**src/rtl/simd_batch_sched_if.sv**
```systemverilog
// rtl/simd_batch_sched_if.sv - command, operand, core-drive and result signals of simd_batch_sched
//
// Purpose : groups the handshake and bus signals of the batch scheduler.
//           master = command/operand source side, slave = scheduler side.
// Signals : cmd_*      command handshake (opcode + batch length)
//           opnd_*     operand pair stream (valid/ready)
//           core_*     drive of the SIMD core instruction/data inputs
//           res_*      result flag and in-batch index
//           busy, done scheduler status
//           stall_cnt  operand stall counter, present only with SIMD_SCHED_PERF_EN
interface simd_batch_sched_if #(
    parameter int DW = 128
);
    logic          cmd_valid;
    logic          cmd_ready;
    logic [2:0]    cmd_op;
    logic [5:0]    cmd_len;
    logic          opnd_valid;
    logic          opnd_ready;
    logic [DW-1:0] opnd_a;
    logic [DW-1:0] opnd_b;
    logic          core_valid_instruction;
    logic [2:0]    core_instruction;
    logic [5:0]    core_data_size;
    logic          core_valid_data;
    logic [DW-1:0] core_opa;
    logic [DW-1:0] core_opb;
    logic          res_valid;
    logic [5:0]    res_idx;
    logic          busy;
    logic          done;
`ifdef SIMD_SCHED_PERF_EN
    logic [15:0]   stall_cnt;
`endif

    modport master (
        output cmd_valid, cmd_op, cmd_len, opnd_valid, opnd_a, opnd_b,
        input  cmd_ready, opnd_ready, core_valid_instruction, core_instruction,
        input  core_data_size, core_valid_data, core_opa, core_opb,
        input  res_valid, res_idx, busy, done
`ifdef SIMD_SCHED_PERF_EN
        , input stall_cnt
`endif
    );

    modport slave (
        input  cmd_valid, cmd_op, cmd_len, opnd_valid, opnd_a, opnd_b,
        output cmd_ready, opnd_ready, core_valid_instruction, core_instruction,
        output core_data_size, core_valid_data, core_opa, core_opb,
        output res_valid, res_idx, busy, done
`ifdef SIMD_SCHED_PERF_EN
        , output stall_cnt
`endif
    );
endinterface

```
**src/rtl/simd_batch_sched.sv**
```systemverilog
// rtl/simd_batch_sched.sv - batch sequencer driving simd_top_level for one command
//
// Purpose : accepts one command (opcode + vector count), holds the core
//           instruction for the whole batch, streams operand pairs into the
//           core, tags each core result with its batch index and pulses done
//           once the last result has left the core pipeline.
// Ports   : clk    system clock (slow SIMD core clock)
//           reset  asynchronous, active-high
//           bus    simd_batch_sched_if.slave (cmd_*, opnd_*, core_*, res_*, busy, done)
// Params  : LATENCY core pipeline depth (1..16), DW operand vector width
// Option  : SIMD_SCHED_PERF_EN adds bus.stall_cnt, count of ISSUE cycles
//           without an offered operand pair, saturating, cleared per command.
module simd_batch_sched #(
    parameter int LATENCY = 4,
    parameter int DW      = 128
) (
    input  logic                clk,
    input  logic                reset,
    simd_batch_sched_if.slave   bus
);
    typedef enum logic [2:0] {
        IDLE  = 3'd0,
        SETUP = 3'd1,
        ISSUE = 3'd2,
        DRAIN = 3'd3,
        DONE  = 3'd4
    } state_t;

    state_t               state;
    state_t               state_nxt;
    logic [5:0]           len_q;
    logic [5:0]           issued;
    logic                 cmd_ready_q;
    logic                 opnd_ready_q;
    logic                 busy_q;
    logic                 done_q;
    logic                 cvi_q;
    logic [2:0]           instr_q;
    logic [5:0]           size_q;
    logic                 cvd_q;
    logic [DW-1:0]        opa_q;
    logic [DW-1:0]        opb_q;
    logic [LATENCY-1:0]   res_sr;
    logic [LATENCY-1:0]   sr_next;
    logic [5:0]           res_idx_q;
    logic                 cmd_fire;
    logic                 opnd_fire;

    // The ready flags are registered copies of the state decode, so a
    // handshake can only happen in the state that owns it.
    assign cmd_fire  = bus.cmd_valid & cmd_ready_q;
    assign opnd_fire = bus.opnd_valid & opnd_ready_q;

    // Result tracker: one bit per beat travelling through the core pipeline.
    assign sr_next = (res_sr << 1) | LATENCY'(cvd_q);

    always_comb begin
        state_nxt = state;
        case (state)
            IDLE:    if (cmd_fire) state_nxt = (bus.cmd_len == 6'd0) ? DONE : SETUP;
            SETUP:   state_nxt = ISSUE;
            ISSUE:   if (opnd_fire && (issued == len_q - 6'd1)) state_nxt = DRAIN;
            // Leave once nothing is left in flight after this edge, so the
            // DONE cycle directly follows the last res_valid cycle.
            DRAIN:   if (sr_next == '0) state_nxt = DONE;
            DONE:    state_nxt = IDLE;
            default: state_nxt = IDLE;
        endcase
    end

    always_ff @(posedge clk or posedge reset) begin
        if (reset) begin
            state        <= IDLE;
            len_q        <= '0;
            issued       <= '0;
            cmd_ready_q  <= 1'b0;
            opnd_ready_q <= 1'b0;
            busy_q       <= 1'b0;
            done_q       <= 1'b0;
            cvi_q        <= 1'b0;
            instr_q      <= '0;
            size_q       <= '0;
            cvd_q        <= 1'b0;
            opa_q        <= '0;
            opb_q        <= '0;
            res_sr       <= '0;
            res_idx_q    <= '0;
        end else begin
            state        <= state_nxt;
            cmd_ready_q  <= (state_nxt == IDLE);
            opnd_ready_q <= (state_nxt == ISSUE);
            busy_q       <= (state_nxt != IDLE);
            done_q       <= (state_nxt == DONE);
            cvi_q        <= (state_nxt == SETUP) || (state_nxt == ISSUE) || (state_nxt == DRAIN);

            // An empty batch never reaches SETUP, so the core-facing
            // instruction fields keep the previous batch's values.
            if (cmd_fire) begin
                len_q  <= bus.cmd_len;
                issued <= '0;
                if (bus.cmd_len != 6'd0) begin
                    instr_q <= bus.cmd_op;
                    size_q  <= bus.cmd_len;
                end
            end

            cvd_q <= opnd_fire;
            if (opnd_fire) begin
                opa_q  <= bus.opnd_a;
                opb_q  <= bus.opnd_b;
                issued <= issued + 6'd1;
            end

            res_sr <= sr_next;
            if (state_nxt == DONE) begin
                res_idx_q <= '0;
            end else if (res_sr[LATENCY-1]) begin
                res_idx_q <= res_idx_q + 6'd1;
            end
        end
    end

`ifdef SIMD_SCHED_PERF_EN
    logic [15:0] stall_q;

    always_ff @(posedge clk or posedge reset) begin
        if (reset) begin
            stall_q <= '0;
        end else if (cmd_fire) begin
            stall_q <= '0;
        end else if ((state == ISSUE) && !bus.opnd_valid && (stall_q != 16'hFFFF)) begin
            stall_q <= stall_q + 16'd1;
        end
    end

    assign bus.stall_cnt = stall_q;
`endif

    assign bus.cmd_ready              = cmd_ready_q;
    assign bus.opnd_ready             = opnd_ready_q;
    assign bus.core_valid_instruction = cvi_q;
    assign bus.core_instruction       = instr_q;
    assign bus.core_data_size         = size_q;
    assign bus.core_valid_data        = cvd_q;
    assign bus.core_opa               = opa_q;
    assign bus.core_opb               = opb_q;
    assign bus.res_valid              = res_sr[LATENCY-1];
    assign bus.res_idx                = res_idx_q;
    assign bus.busy                   = busy_q;
    assign bus.done                   = done_q;
endmodule
```
**src/flat_wrapper.sv**
```systemverilog
// flat-port wrapper written by rule: the top's interface ports become plain ports
module simd_batch_sched_flat 
#(
    parameter int LATENCY = 4,
    parameter int DW      = 128
)
  (clk, reset, bus_cmd_valid, bus_cmd_op, bus_cmd_len, bus_opnd_valid, bus_opnd_a, bus_opnd_b, bus_cmd_ready, bus_opnd_ready, bus_core_valid_instruction, bus_core_instruction, bus_core_data_size, bus_core_valid_data, bus_core_opa, bus_core_opb, bus_res_valid, bus_res_idx, bus_busy, bus_done);
  simd_batch_sched_if #(.DW(DW)) bus_i ();
  input  logic clk;
  input  logic reset;
  input wire logic [$bits(bus_i.cmd_valid)-1:0] bus_cmd_valid;
  input wire logic [$bits(bus_i.cmd_op)-1:0] bus_cmd_op;
  input wire logic [$bits(bus_i.cmd_len)-1:0] bus_cmd_len;
  input wire logic [$bits(bus_i.opnd_valid)-1:0] bus_opnd_valid;
  input wire logic [$bits(bus_i.opnd_a)-1:0] bus_opnd_a;
  input wire logic [$bits(bus_i.opnd_b)-1:0] bus_opnd_b;
  output wire logic [$bits(bus_i.cmd_ready)-1:0] bus_cmd_ready;
  output wire logic [$bits(bus_i.opnd_ready)-1:0] bus_opnd_ready;
  output wire logic [$bits(bus_i.core_valid_instruction)-1:0] bus_core_valid_instruction;
  output wire logic [$bits(bus_i.core_instruction)-1:0] bus_core_instruction;
  output wire logic [$bits(bus_i.core_data_size)-1:0] bus_core_data_size;
  output wire logic [$bits(bus_i.core_valid_data)-1:0] bus_core_valid_data;
  output wire logic [$bits(bus_i.core_opa)-1:0] bus_core_opa;
  output wire logic [$bits(bus_i.core_opb)-1:0] bus_core_opb;
  output wire logic [$bits(bus_i.res_valid)-1:0] bus_res_valid;
  output wire logic [$bits(bus_i.res_idx)-1:0] bus_res_idx;
  output wire logic [$bits(bus_i.busy)-1:0] bus_busy;
  output wire logic [$bits(bus_i.done)-1:0] bus_done;
  assign bus_i.cmd_valid = bus_cmd_valid;
  assign bus_i.cmd_op = bus_cmd_op;
  assign bus_i.cmd_len = bus_cmd_len;
  assign bus_i.opnd_valid = bus_opnd_valid;
  assign bus_i.opnd_a = bus_opnd_a;
  assign bus_i.opnd_b = bus_opnd_b;
  assign bus_cmd_ready = bus_i.cmd_ready;
  assign bus_opnd_ready = bus_i.opnd_ready;
  assign bus_core_valid_instruction = bus_i.core_valid_instruction;
  assign bus_core_instruction = bus_i.core_instruction;
  assign bus_core_data_size = bus_i.core_data_size;
  assign bus_core_valid_data = bus_i.core_valid_data;
  assign bus_core_opa = bus_i.core_opa;
  assign bus_core_opb = bus_i.core_opb;
  assign bus_res_valid = bus_i.res_valid;
  assign bus_res_idx = bus_i.res_idx;
  assign bus_busy = bus_i.busy;
  assign bus_done = bus_i.done;
  simd_batch_sched #(.LATENCY(LATENCY), .DW(DW)) u_core (.clk(clk), .reset(reset), .bus(bus_i));
endmodule
```
**config.mk**
```make
export PLATFORM = sky130hd
export DESIGN_NAME = simd_batch_sched_flat
export DESIGN_NICKNAME = d
export VERILOG_FILES = /design/src/rtl/simd_batch_sched_if.sv /design/src/rtl/simd_batch_sched.sv /design/src/flat_wrapper.sv
export SDC_FILE = /design/constraint.sdc
export NUM_CORES = 1
export LEC_CHECK = 0
export ABC_AREA = 1
export BUFFER_PORTS_ARGS = -buffer_cell sky130_fd_sc_hd__buf_2
export CORE_AREA = 10 10 202 204
export CTS_CLUSTER_SIZE = 14
export DETAILED_ROUTE_END_ITERATION = 6
export DIE_AREA = 0 0 212 214
export GPL_TIMING_DRIVEN = 1
export SLEW_MARGIN = 10
export SYNTH_ARGS = -nofsm -noshare
export SYNTH_HDL_FRONTEND = slang
export SYNTH_SLANG_ARGS = --single-unit
export TNS_END_PERCENT = 5
```
**constraint.sdc**
```tcl
create_clock -name clk -period 14.1 [get_ports clk]
set_clock_uncertainty 0.05 [all_clocks]
set_input_delay 0.705 -clock clk [delete_from_list [all_inputs] [get_ports clk]]
set_output_delay 0.705 -clock clk [all_outputs]
set_load 0.02 [all_outputs]
```
* Yosys cells after proc, flatten, opt, wreduce, memory -nomap -nowiden
Cells that the tools add are included.
** Cells by class
- Add/subtract/negate cells :: 3
- Multipliers :: 0
- Div/mod/pow operators :: 0
- Magnitude comparators :: 0
- Equality and inequality tests :: 8
- Shift-type cells :: 0
- Muxes and demuxes :: 9
- Bitwise operators :: 3
- Reductions and logical operators :: 12
** Operators with widths (count)
- $mux W6 :: 4
- $add A6 B1 Y6 const B :: 2
- $eq A3 B2 Y1 const B :: 4
- $mux W3 :: 4
- $pmux W3 S4 :: 1
- $eq A3 B1 Y1 const B :: 2
- $eq A6 B6 Y1 :: 1
- $logic_not A3 Y1 :: 2
- $logic_not A6 Y1 :: 1
- $reduce_bool A6 Y1 :: 1
- $sub A6 B1 Y6 const B :: 1
- $logic_not A4 Y1 :: 1
- $or A4 B1 Y4 :: 1
- $reduce_bool A2 Y1 :: 2
- $eq A3 B3 Y1 const B :: 1
- $reduce_bool A3 Y1 :: 1
- $and A1 B1 Y1 :: 2
- $logic_or A1 B1 Y1 :: 2
- $reduce_and A2 Y1 :: 1
- $logic_and A1 B1 Y1 :: 1
** Storage, ports and cells
- Register bits after elaboration :: 296
- Latch bits :: 0
- RAM bits :: 0
- Bits in read-only memories :: 0
- Input bits :: 269
- Word-level logic and storage cells :: 50
- Memories kept :: 0

* Logic depth before layout (Yosys ltp)
Gate-level depths: netlist (run 1).
- Depth in word-level cells :: 8
- Mapped depth :: 13
- Mapped depth without buffers :: 13

* Worst setup path after synthesis (run 1)
Ideal clock, no wire load.
- Kind :: in2reg
- Start :: input bus_cmd_len[3]
- End :: register u_core.res_idx_q[0] (netlist: u_core.bus.res_idx[0])
- Arrival time :: 1394 ps
- Data required time :: 13925 ps
- Setup slack :: 12531 ps
- Stages on the path :: 6
- Buffers on the path :: 0
- Cell sequence :: nor2_1 nand3_1 o31ai_1 nand2_1 inv_1 nor3b_1
** Between the ends
- Longest elaborated chain between the ends :: 6
- Elaborated cells between the ends (all ways) :: 7
- Those cells by class :: 1 x eq/ne; 4 x mux; 2 x reduce/logical
** Ends and longest elaborated chain
- from (decl) :: line flat_wrapper.sv:13 : input wire logic [$bits(bus_i.cmd_len)-1:0] bus_cmd_len;
- $logic_not A6 Y1 * :: line simd_batch_sched.sv:60 : IDLE: if (cmd_fire) state_nxt = (bus.cmd_len == 6'd0) ? DONE : SETUP;
- $mux W3 * (2 in a row) :: line simd_batch_sched.sv:60
- $pmux W3 S4 * :: line simd_batch_sched.sv:59 : case (state)
- via u_core.state_nxt[2] :: line simd_batch_sched.sv:30 : state_t state_nxt;
- $eq A3 B3 Y1 * :: line simd_batch_sched.sv:115 : if (state_nxt == DONE) begin
- $mux W6 / $reduce_bool A2 Y1 (equally long branches)
- to (signal assigned) :: line simd_batch_sched.sv:118 : res_idx_q <= res_idx_q + 6'd1;
- to (decl) :: line simd_batch_sched.sv:45 : logic [5:0] res_idx_q;
The timed path passes the listed nets; every way through them passes the cells marked *.
A chain may end at the register's enable or synchronous reset.

* Worst setup path in the final report (run 1)
- Start :: register u_core.opnd_ready_q (netlist: u_core.bus.opnd_ready)
- End :: register u_core.opb_q[97] (netlist: u_core.bus.core_opb[97])
** Between the ends
- Longest elaborated chain between the ends :: 1
** Ends and longest elaborated chain
- from (decl) :: line simd_batch_sched.sv:34 : logic opnd_ready_q;
- from (signal assigned) :: line simd_batch_sched.sv:91 : opnd_ready_q <= (state_nxt == ISSUE);
- $and A1 B1 Y1 :: line simd_batch_sched.sv:52 : assign opnd_fire = bus.opnd_valid & opnd_ready_q;
- to (signal assigned) :: line simd_batch_sched.sv:110 : opb_q <= bus.opnd_b;
- to (decl) :: line simd_batch_sched.sv:42 : logic [DW-1:0] opb_q;
No other way between the ends.

==> impl_metrics.csv, run 1 <==
group,metric,value,unit
place,portBuffers,546,
cts,cts_max_path_buffers,3,
logic_synthesis,syn_avg_cell_area,8.758,sq um
logic_synthesis,netlist_area,11320,sq um
cts,htreeDepth,2,
timing,tns,0,ns
global_routing,grt_busiest_layer,"met2",
timing,tightestPinTransition,1.160,ns
setup_path,arrival,4.00,ns
finish,synthToLayoutAreaGrowth,37.92,%
drt,vias_per_cell,4.355,
global_routing,grt_overflow_total,0,
setup_path,worst-path-buf-inv,3,
die,die_w,212,um
setup_path,critPathSlowestCell,"buf_4",
global_routing,grt_use_total,16.53,%
global_routing,use_met3,6.825,%
global_routing,globalRouteMet1Util,18.75,%
drt,first_pass_iters,4,
power_and_ir_drop,power-per-cell-area,264.7,nW/um^2
place,post-dp-hpwl,29050,um
setup_path,crit_family,"buffers and inverters",
finish,multi_input_area,3556,sq um
timing,rsz0062_at_grt,"false",
finish,seqCellArea,7407,sq um
global_routing,grt_pass1_vias,10440,
die,core_area,37040,sq um
cts,cts-resized-gates,0,
drt,vias,10130,
global_routing,grt_max_degree,109,
die,die_h,214,um
cts,clk_pin_slew,0.06,ns
timing,hold_violations,0,
power_and_ir_drop,p_total,4134,uW
power_and_ir_drop,p_leak,0.009212,uW
logic_synthesis,synth.area.top_cells,"dfrtp_1 65%, nand2_1 28%, buf_2 1.5%",
timing,fmax,277.7,MHz
logic_synthesis,synthTopCellsByCount,"834 x nand2_1, 296 x dfrtp_1, 33 x buf_2",
logic_synthesis,yosysMostFrequentCell,"nand2_1",
cts,cts_buffers,35,
die,die-area,45370,sq um
cts,ctsHoldBuffers,0,
timing,setup_viol_count_final,0,
finish,final_cell_area,15620,sq um
drt,wirelength,39010,um
place,dp_cells,2262,
logic_synthesis,synth_top_area_share,65.41,%
hold_path,hold_class,"in -> async",
place,place.gp.congestion,0.8120,
die,initial_core_util,30.57,%
logic_synthesis,syn_nets,1565,
timing,maxSlewViolCount,0,
logic_synthesis,ys_ff_latch,296,
setup_path,crit_fanout,108,
logic_synthesis,synth_edf_count,0,
drt,ant_nets,0,
logic_synthesis,synth_top_cell_by_area,"dfrtp_1",
finish,fin_util,42.16,%
flow_run,cap_violations,0,
cts,root_buffer,"clkbuf_16",
setup_path,end_kind,"flip-flop",
setup_path,crit_chain,"nand2_8 > inv_6 > buf_4 > buf_4 > nand2_1 > nand2_1",
cts,postCtsSetupBuffers,0,
cts,clk_latency,0.50,ns
timing,post-route-period-util,25.54,%
drt,routedWlPerCell,16.77,um
timing,fin_crit,3.601,ns
logic_synthesis,ys_seq_area_share,65.41,%
drt,drc,0,
setup_path,criticalPathCategory,"reg -> reg",
status,outcome,"complete, no violations",
timing,maxSlewHeadroom,22.64,%
logic_synthesis,yosysWarnings,0,
finish,num-fill-cells,3714,
finish,drive_above_1_share,33.30,%
logic_synthesis,postSynthCellCount,1293,
logic_synthesis,async_reset_ff_share,100.0,%
cts,clock-sinks,296,
setup_path,critical_path.startpoint_type,"flip-flop",
cts,cts_tree,"yes",
global_routing,antenna_found_initial,8,
power_and_ir_drop,ir_drop,109.4,uV
drt,drt_iter0_drc,656,
setup_path,crit_required,14.49,ns
finish,fin_cells,2326,
place,dpl_cell_area,14470,sq um
setup_path,cpPeakStageDelay,0.88,ns
logic_synthesis,ys_types,22,
die,rows,71,
global_routing,grt_pass1_wl,60190,um
finish,nets,2097,
logic_synthesis,ys.flop_type,"dfrtp_1",
global_routing,grt_use_met2,27.92,%
die,pin_count,547,
layout make-up:
cell class / instances / area share [%]
timing repair buffer: 553 / 17.83
clock buffer: 55 / 6.937
clock inverter: 7 / 0.3845
multi-input combinational: 908 / 22.77
sequential: 296 / 47.42
inverter: 31 / 0.8251
tap: 474 / 3.797
antenna: 2 / 0.03204
cell usage in the layout, fill, tap and decap left out, types with 3 or more instances in the layout:
cell type  count
clkinv_2       6
buf_2        546
nand2_1      834
ha_1           3
clkbuf_16     37
clkbuf_8       9
buf_4          7
inv_1         26
a21oi_1        5
clkbuf_1       9
o21ai_0       11
inv_2          3
nand3_1       14
nor2_1        23
dfrtp_1      296
xor2_1         4
flip-flops by register name, summed over array words and instances (netlist names):
| register | cells |
|---|---|
| u_core.bus.core_valid_data | 1 |
| u_core.bus.res_idx | 6 |
| u_core.len_q | 6 |
| u_core.bus.core_instruction | 3 |
| u_core.bus.cmd_ready | 1 |
| u_core.bus.core_data_size | 6 |
| u_core.state | 3 |
| u_core.bus.core_opb | 128 |
| u_core.bus.done | 1 |
| u_core.bus.core_valid_instruction | 1 |
| u_core.issued | 6 |
| u_core.bus.opnd_ready | 1 |
| u_core.bus.busy | 1 |
| u_core.res_sr | 4 |
| u_core.bus.core_opa | 128 |
metal layers:
metal	part of all wire (%)	routed length (um)
met5	0.16	63
met4	2.2	852
met3	11	4118
met2	49	18940
met1	39	15030
report_power, final:
group          total, uW  internal (uW)  switching (uW)
Clock                891            545             346
Sequential          1520           1270             243
Combinational       1730            529            1200
Total               4130           2350            1790
through the flow:
step / worst slack, ns / hold slack, ns
finish: 10.50 / 0.2178
global route: 10.20 / 0.2622
global placement: 10.26 / 0.3103
detailed placement: 10.18 / 0.3165
floorplan: 5.169 / 0.3043
CTS: 10.55 / 0.2330
kinds of logic (layout without fill, tap and decap cells):
kind of cell | Yosys count | in the layout | synth area share, %
fa+ha+maj | 3 | 3 | 0.3315
buf+inv | 89 | 646 | 3.315
simple gates | 880 | 880 | 29.59
compound gates | 19 | 19 | 0.8950
other cells | 0 | 2 | 0
flops | 296 | 296 | 65.41
xor+xnor | 6 | 6 | 0.4640
final timing paths:
check / endpoint / depth (start not counted) / slack (ns) / start
setup / recovery: u_core.bus.core_opb[97] / 6 / 10.50 / u_core.bus.opnd_ready
max in group asynchronous: u_core.bus.core_opb[41] / 4 / 11.64 / reset
setup reg to reg: u_core.bus.core_opb[97] / 6 / 10.50 / u_core.bus.opnd_ready
hold reg to reg: u_core.res_sr[3] / 0 / 0.32 / u_core.res_sr[2]
hold / removal: u_core.bus.opnd_ready / 2 / 0.22 / reset
min in group clk: u_core.res_sr[3] / 0 / 0.32 / u_core.res_sr[2]
Power figures use the tool's default switching activity.
==> run 2: changes to the inputs <==
ABC_AREA = 0   (was 1)
CORE_AREA = 10 10 207 209   (was 10 10 202 204)
DIE_AREA = 0 0 217 219   (was 0 0 212 214)
clock period = 3 ns   (was 14.1 ns; I/O delays follow)
==> run 2 against run 1 <==
  * Core utilization up 5.7 points
  * Routed wire length is 11% higher
  * Register-to-register slack worse by 9.8 ns
  * Clock power increased to 4.8 times the previous value
  * Fmax grew 59%
  * Die area up 4.8%
  * Synthesized area decreased by 0.42%
  * Sequential cell count unchanged
  * Critical path depth down 1
  * Combinational power grew to 4.8 times the previous value
  * Final cell count rose by 12%
  * Worst setup slack got worse by 9.8 ns
  * Largest power group unchanged
==> impl_metrics.csv, run 2 <==
group,metric,value,unit
power_and_ir_drop,ir_drop,678.7,uV
logic_synthesis,synth_top_cell_by_area,"dfrtp_1",
setup_path,arrival,2.67,ns
logic_synthesis,ys_types,34,
global_routing,antenna_found_initial,0,
hold_path,min_to,"u_core.bus.busy",
die,core_area,38560,sq um
setup_path,end_kind,"flip-flop",
cts,clk_pin_slew,0.06,ns
die,die_w,217,um
cts,htreeDepth,2,
drt,ant_nets,0,
timing,setup_ws,0.7388,ns
drt,first_pass_iters,5,
setup_path,crit_required,3.41,ns
drt,drt_iter0_drc,765,
setup_path,r2r_slack,0.74,ns
drt,vias,11360,
finish,final_cell_area,18460,sq um
global_routing,grt_max_degree,151,
timing,tns,0,ns
timing,fin_crit,2.261,ns
place,post-dp-hpwl,29330,um
global_routing,grt_overflow_total,0,
drt,routedWlPerCell,16.72,um
setup_path,ff2ff_path_depth,5,
timing,maxSlewViolCount,0,
drt,wirelength,43380,um
setup_path,criticalPathCategory,"reg -> reg",
timing,hold_violations,0,
logic_synthesis,netlist_area,11280,sq um
die,pin_count,547,
hold_path,min_from,"bus_cmd_valid",
cts,cts_buffers,35,
cts,ctsHoldBuffers,270,
global_routing,grt_pass1_vias,12330,
cts,clk_latency,0.52,ns
die,initial_core_util,29.25,%
timing,maxSlewHeadroom,47.40,%
logic_synthesis,ys.flop_type,"dfrtp_1",
hold_path,hold_class,"in -> reg",
place,dpl_cell_area,14590,sq um
timing,fmax,442.2,MHz
logic_synthesis,yosysMostFrequentCell,"nand2_1",
power_and_ir_drop,clock_power_share,21.9,%
place,place.gp.congestion,0.8206,
cts,postCtsSetupBuffers,0,
drt,drc,0,
power_and_ir_drop,p_total,19550,uW
finish,synthToLayoutAreaGrowth,63.72,%
finish,drive_above_1_share,30.15,%
place,portBuffers,546,
logic_synthesis,synthTopCellsByCount,"796 x nand2_1, 296 x dfrtp_1, 36 x clkbuf_1",
cts,root_buffer,"clkbuf_16",
place,pre_cts_slack,0.7780,ns
global_routing,grt_pass1_wl,67670,um
finish,mostFrequentLayoutCell,"nand2_1",
die,die_h,219,um
timing,tightestPinTransition,0.7890,ns
cts,cts_tree,"yes",
logic_synthesis,synth.area.top_cells,"dfrtp_1 66%, nand2_1 26%, clkbuf_1 1.2%",
flow_run,cap_violations,0,
drt,vias_per_cell,4.379,
logic_synthesis,async_reset_ff_share,100.0,%
power_and_ir_drop,comb_power_share,42.1,%
cts,cts-resized-gates,0,
status,outcome,"complete, no violations",
finish,num_antenna_cells,0,
power_and_ir_drop,power-per-cell-area,1059,nW/um^2
power_and_ir_drop,p_int,11200,uW
timing,post-route-period-util,75.37,%
logic_synthesis,yosysWarnings,0,
power_and_ir_drop,p_sw_share,42.69,%
logic_synthesis,ys_ff_latch,296,
power_and_ir_drop,p_seq_share,36.0,%
setup_path,r2r_end,"u_core.bus.core_opa[91]",
timing,setup_viol_count_final,0,
logic_synthesis,synth_edf_count,0,
setup_path,critical_path.startpoint_type,"flip-flop",
die,die-area,47520,sq um
global_routing,grt_use_total,17.57,%
logic_synthesis,syn_avg_cell_area,9.072,sq um
power_and_ir_drop,p_sw,8345,uW
setup_path,r2r_start,"u_core.bus.opnd_ready",
setup_path,crit_fanout,85,
logic_synthesis,synth_top_area_share,65.68,%
timing,rsz0062_at_grt,"false",
logic_synthesis,syn_nets,1515,
logic_synthesis,postSynthCellCount,1243,
die,rows,72,
cts,cts_max_path_buffers,3,
cts,clock-sinks,296,
logic_synthesis,ys_seq_area_share,65.68,%
finish,nets,2323,
hold_path,hold_depth,3,
power_and_ir_drop,p_leak,0.01026,uW
timing,holdWs,0.05152,ns
finish,mostFrequentLayoutCells,"796 x nand2_1, 546 x buf_2, 296 x dfrtp_1",
run 2: final cells by class:
cell class                 count  area, sq um
clock buffer                  54         1070
clock inverter                 8        96.34
fill                        3456        20090
inverter                       5        30.03
multi-input combinational    880         3598
sequential                   296         7407
tap                          518        648.1
timing repair buffer         833         5613
run 2: critical path, stage by stage, from the launching register on:
cell and delay, ns:
dfrtp_1 0.43, nand2_8 0.25, inv_8 0.42, buf_4 0.61, nand2_1 0.19, nand2_1 0.11
run 2: routing by layer:
| layer | GRT usage (%) | up-vias | routed length (um) |
|---|---|---|---|
| met5 | 0 | - | 0 |
| met4 | 9.042 | 0 | 1925 |
| met3 | 5.667 | 105 | 3812 |
| met2 | 30.21 | 529 | 21300 |
| met1 | 19.15 | 5315 | 16350 |
| li1 | - | 5409 | - |
run 2: per-stage QoR:
stage          cells  utilization (%)
6_report        2594            47.88
5_1_grt         2594            47.88
4_1_cts         2594            47.88
3_5_place_dp    2262            37.85
3_3_place_gp    2262            37.85
2_1_floorplan   1243                -
run 2: worst max path at each step:
stage,slack (ns),cells after the start,startpoint,to
2_1_floorplan,-1.13,1,reset,u_core.bus.busy
3_3_place_gp,0.82,4,u_core.bus.opnd_ready,u_core.issued[1]
3_5_place_dp,0.78,5,u_core.bus.opnd_ready,u_core.bus.core_opa[99]
4_1_cts,0.76,5,u_core.bus.opnd_ready,u_core.bus.core_opa[99]
5_1_grt,0.62,5,u_core.bus.opnd_ready,u_core.bus.core_opa[91]
6_report,0.74,5,u_core.bus.opnd_ready,u_core.bus.core_opa[91]
run 2: logic make-up (layout without fill, tap and decap cells):
logic type,count (synthesis),after routing,synth area share (%)
and+or+nand+nor,832,832,28.14
xor gates and xnor gates,13,13,1.010
DFF,296,296,65.68
buffers and inverters,67,900,2.530
muxes,4,4,0.3883
adders and majority gates,3,3,0.3329
AOI/OAI and AO/OA,28,28,1.920
run 2: power by group through the flow:
stage               sequential, uW  clock [uW]  combinational, uW
finish                        7040        4270               8240
detailed placement            7020           0               7970
floorplan                     9280           0               2440
CTS                           7000        4440               8290
global placement              6980           0               7890
global route                  7280        4570               8990
==> run 3: changes to the inputs <==
ABC_AREA = 1   (was 0)
CORE_AREA = 10 10 204 206   (was 10 10 207 209)
DIE_AREA = 0 0 214 216   (was 0 0 217 219)
clock period = 2.2 ns   (was 3 ns; I/O delays follow)
==> run 3 against run 2 <==
  * Routed wire length is 1.6% higher
  * Design area up 0.25%
  * Sequential share of layout area is 0.10 points lower
  * Worst setup slack worse by 0.27 ns
  * Global-route usage up 0.69 points
  * Via count up 2.9%
  * Clock-buffer cell count is 2 lower
  * Critical path depth is 4 higher
  * Core utilization increased by 1.6 points
  * Clock power rose by 28%
  * Largest cell class unchanged
==> impl_metrics.csv, run 3 (same netlist as run 1, synthesis figures left out) <==
group,metric,value,unit
power_and_ir_drop,p_leak,0.01039,uW
finish,seqCellArea,7407,sq um
timing,tightestPinTransition,0.7421,ns
die,initial_core_util,30.28,%
drt,vias_per_cell,4.415,
cts,clk_pin_slew,0.06,ns
setup_path,crit_chain,"nand2_1 > inv_1 > nand2_1 > o21ai_0 > inv_1 > nand2_1 > nand2_2 > nand2_2 > nor2_2",
global_routing,grt_overflow_total,0,
cts,htreeDepth,2,
setup_path,crit_family,"simple AND/OR/NAND/NOR gates",
setup_path,worst-path-buf-inv,2,
cts,cts-resized-gates,0,
global_routing,antenna_found_initial,7,
global_routing,grt_pass1_wl,69050,um
die,die_h,216,um
place,portBuffers,546,
global_routing,grt_use_total,18.26,%
setup_path,critPathSlowestCell,"dfrtp_1",
setup_path,crit_fanout,12,
setup_path,criticalPathCategory,"reg -> reg",
cts,root_buffer,"clkbuf_16",
drt,routedWlPerCell,16.64,um
drt,drc,0,
die,core_area,37400,sq um
place,place.gp.congestion,0.9109,
setup_path,r2r_end,"u_core.bus.cmd_ready",
timing,fmax,577.0,MHz
setup_path,end_kind,"flip-flop",
cts,cts_tree,"yes",
finish,synthToLayoutAreaGrowth,63.44,%
drt,ant_nets,0,
timing,rsz0062_at_grt,"false",
global_routing,grt_pass1_vias,12290,
status,outcome,"complete, no violations",
timing,maxSlewHeadroom,50.53,%
cts,cts_max_path_buffers,3,
global_routing,grt_max_degree,142,
finish,mostFrequentLayoutCells,"834 x nand2_1, 546 x buf_2, 296 x dfrtp_1",
setup_path,crit_top_cell,"nand2_1",
power_and_ir_drop,ir_drop,926.3,uV
drt,first_pass_iters,5,
setup_path,cpPeakStageDelay,0.35,ns
setup_path,ff2ff_path_depth,9,
timing,maxSlewViolCount,0,
flow_run,cap_violations,0,
place,post-dp-hpwl,29730,um
setup_path,critical_path.startpoint_type,"flip-flop",
timing,hold_violations,0,
die,pin_count,547,
cts,clock-sinks,296,
hold_path,hold_class,"in -> async",
power_and_ir_drop,power-per-cell-area,1459,nW/um^2
finish,num-fill-cells,3324,
drt,wirelength,44070,um
timing,tns,0,ns
die,die_w,214,um
cts,clk_latency,0.51,ns
timing,setup_viol_count_final,0,
die,die-area,46220,sq um
setup_path,path_depth,9,
finish,drive_above_1_share,29.30,%
timing,holdWs,0.2197,ns
finish,nets,2379,
timing,fin_crit,1.733,ns
die,rows,71,
setup_path,r2r_start,"u_core.bus.cmd_ready",
drt,drt_iter0_drc,739,
timing,post-route-period-util,78.78,%
setup_path,crit_required,2.55,ns
finish,multi_input_area,3556,sq um
finish,mostFrequentLayoutCell,"nand2_1",
setup_path,arrival,2.08,ns
cts,cts_buffers,34,
drt,vias,11690,
setup_path,r2r_slack,0.47,ns
## run 3: cell count changes in the layout (fill, tap and decap cells not counted), moves of 7 or more
cell	change
inv_1	+23
nand3_1	+10
diode_2	+7
nand2_1	+38
nor2_1	+9
## run 3: worst max path at each step
stage | startpoint | to
floorplan | reset | u_core.bus.busy
global placement | u_core.bus.cmd_ready | u_core.bus.cmd_ready
detailed placement | u_core.bus.cmd_ready | u_core.bus.cmd_ready
CTS | u_core.bus.cmd_ready | u_core.bus.cmd_ready
global route | u_core.bus.cmd_ready | u_core.bus.cmd_ready
finish | u_core.bus.cmd_ready | u_core.bus.cmd_ready
## run 3: timing repair
action / CTS / global route
endpoints found under the hold margin: 280 / 0
buffers inserted: 0 / 0
hold buffers: 269 / 0
## run 3: tightest hold or removal path, cell delays in order
cell and delay [ns]:
dlygate4sd3_1 0.56, buf_2 0.14, clkinvlp_4 0.41
## run 3: per-layer routing
metal / vias to the layer above / track usage (%) / share of wire, %
met5: - / 0 / 0.020
li1: 5524 / - / -
met4: 2 / 7.427 / 3.5
met1: 5475 / 21.58 / 39
met2: 578 / 30.83 / 49
met3: 113 / 5.063 / 8.2
## run 3: report_power, final
part,internal [uW],total [uW],leakage [uW],switching (uW)
Clock,3290,5480,0.000526,2190
Sequential,8160,9820,0.00366,1650
Combinational,3810,11700,0.00621,7900
Total,15300,27000,0.0104,11700
## run 3: cell type report
class / count / share of cell area [%]
Inverter: 31 / 0.6895
Tap cell: 511 / 3.454
Clock inverter: 7 / 0.3583
Timing Repair Buffer: 836 / 30.70
Sequential cell: 296 / 40.02
Antenna cell: 7 / 0.09464
Clock buffer: 52 / 5.469
Multi-Input combinational cell: 908 / 19.21
## run 3: through the flow
step                setup WS (ns)  util (%)  area, sq um  cells  total power [uW]
floorplan                  -1.891         -        11330   1293             16400
CTS                        0.4443     49.44        18490   2641             27110
finish                     0.4669     49.49        18510   2648             27000
global placement           0.5006     39.36        14720   2313             20920
detailed placement         0.4555     39.36        14720   2313             21090
global route               0.2093     49.48        18510   2647             28700
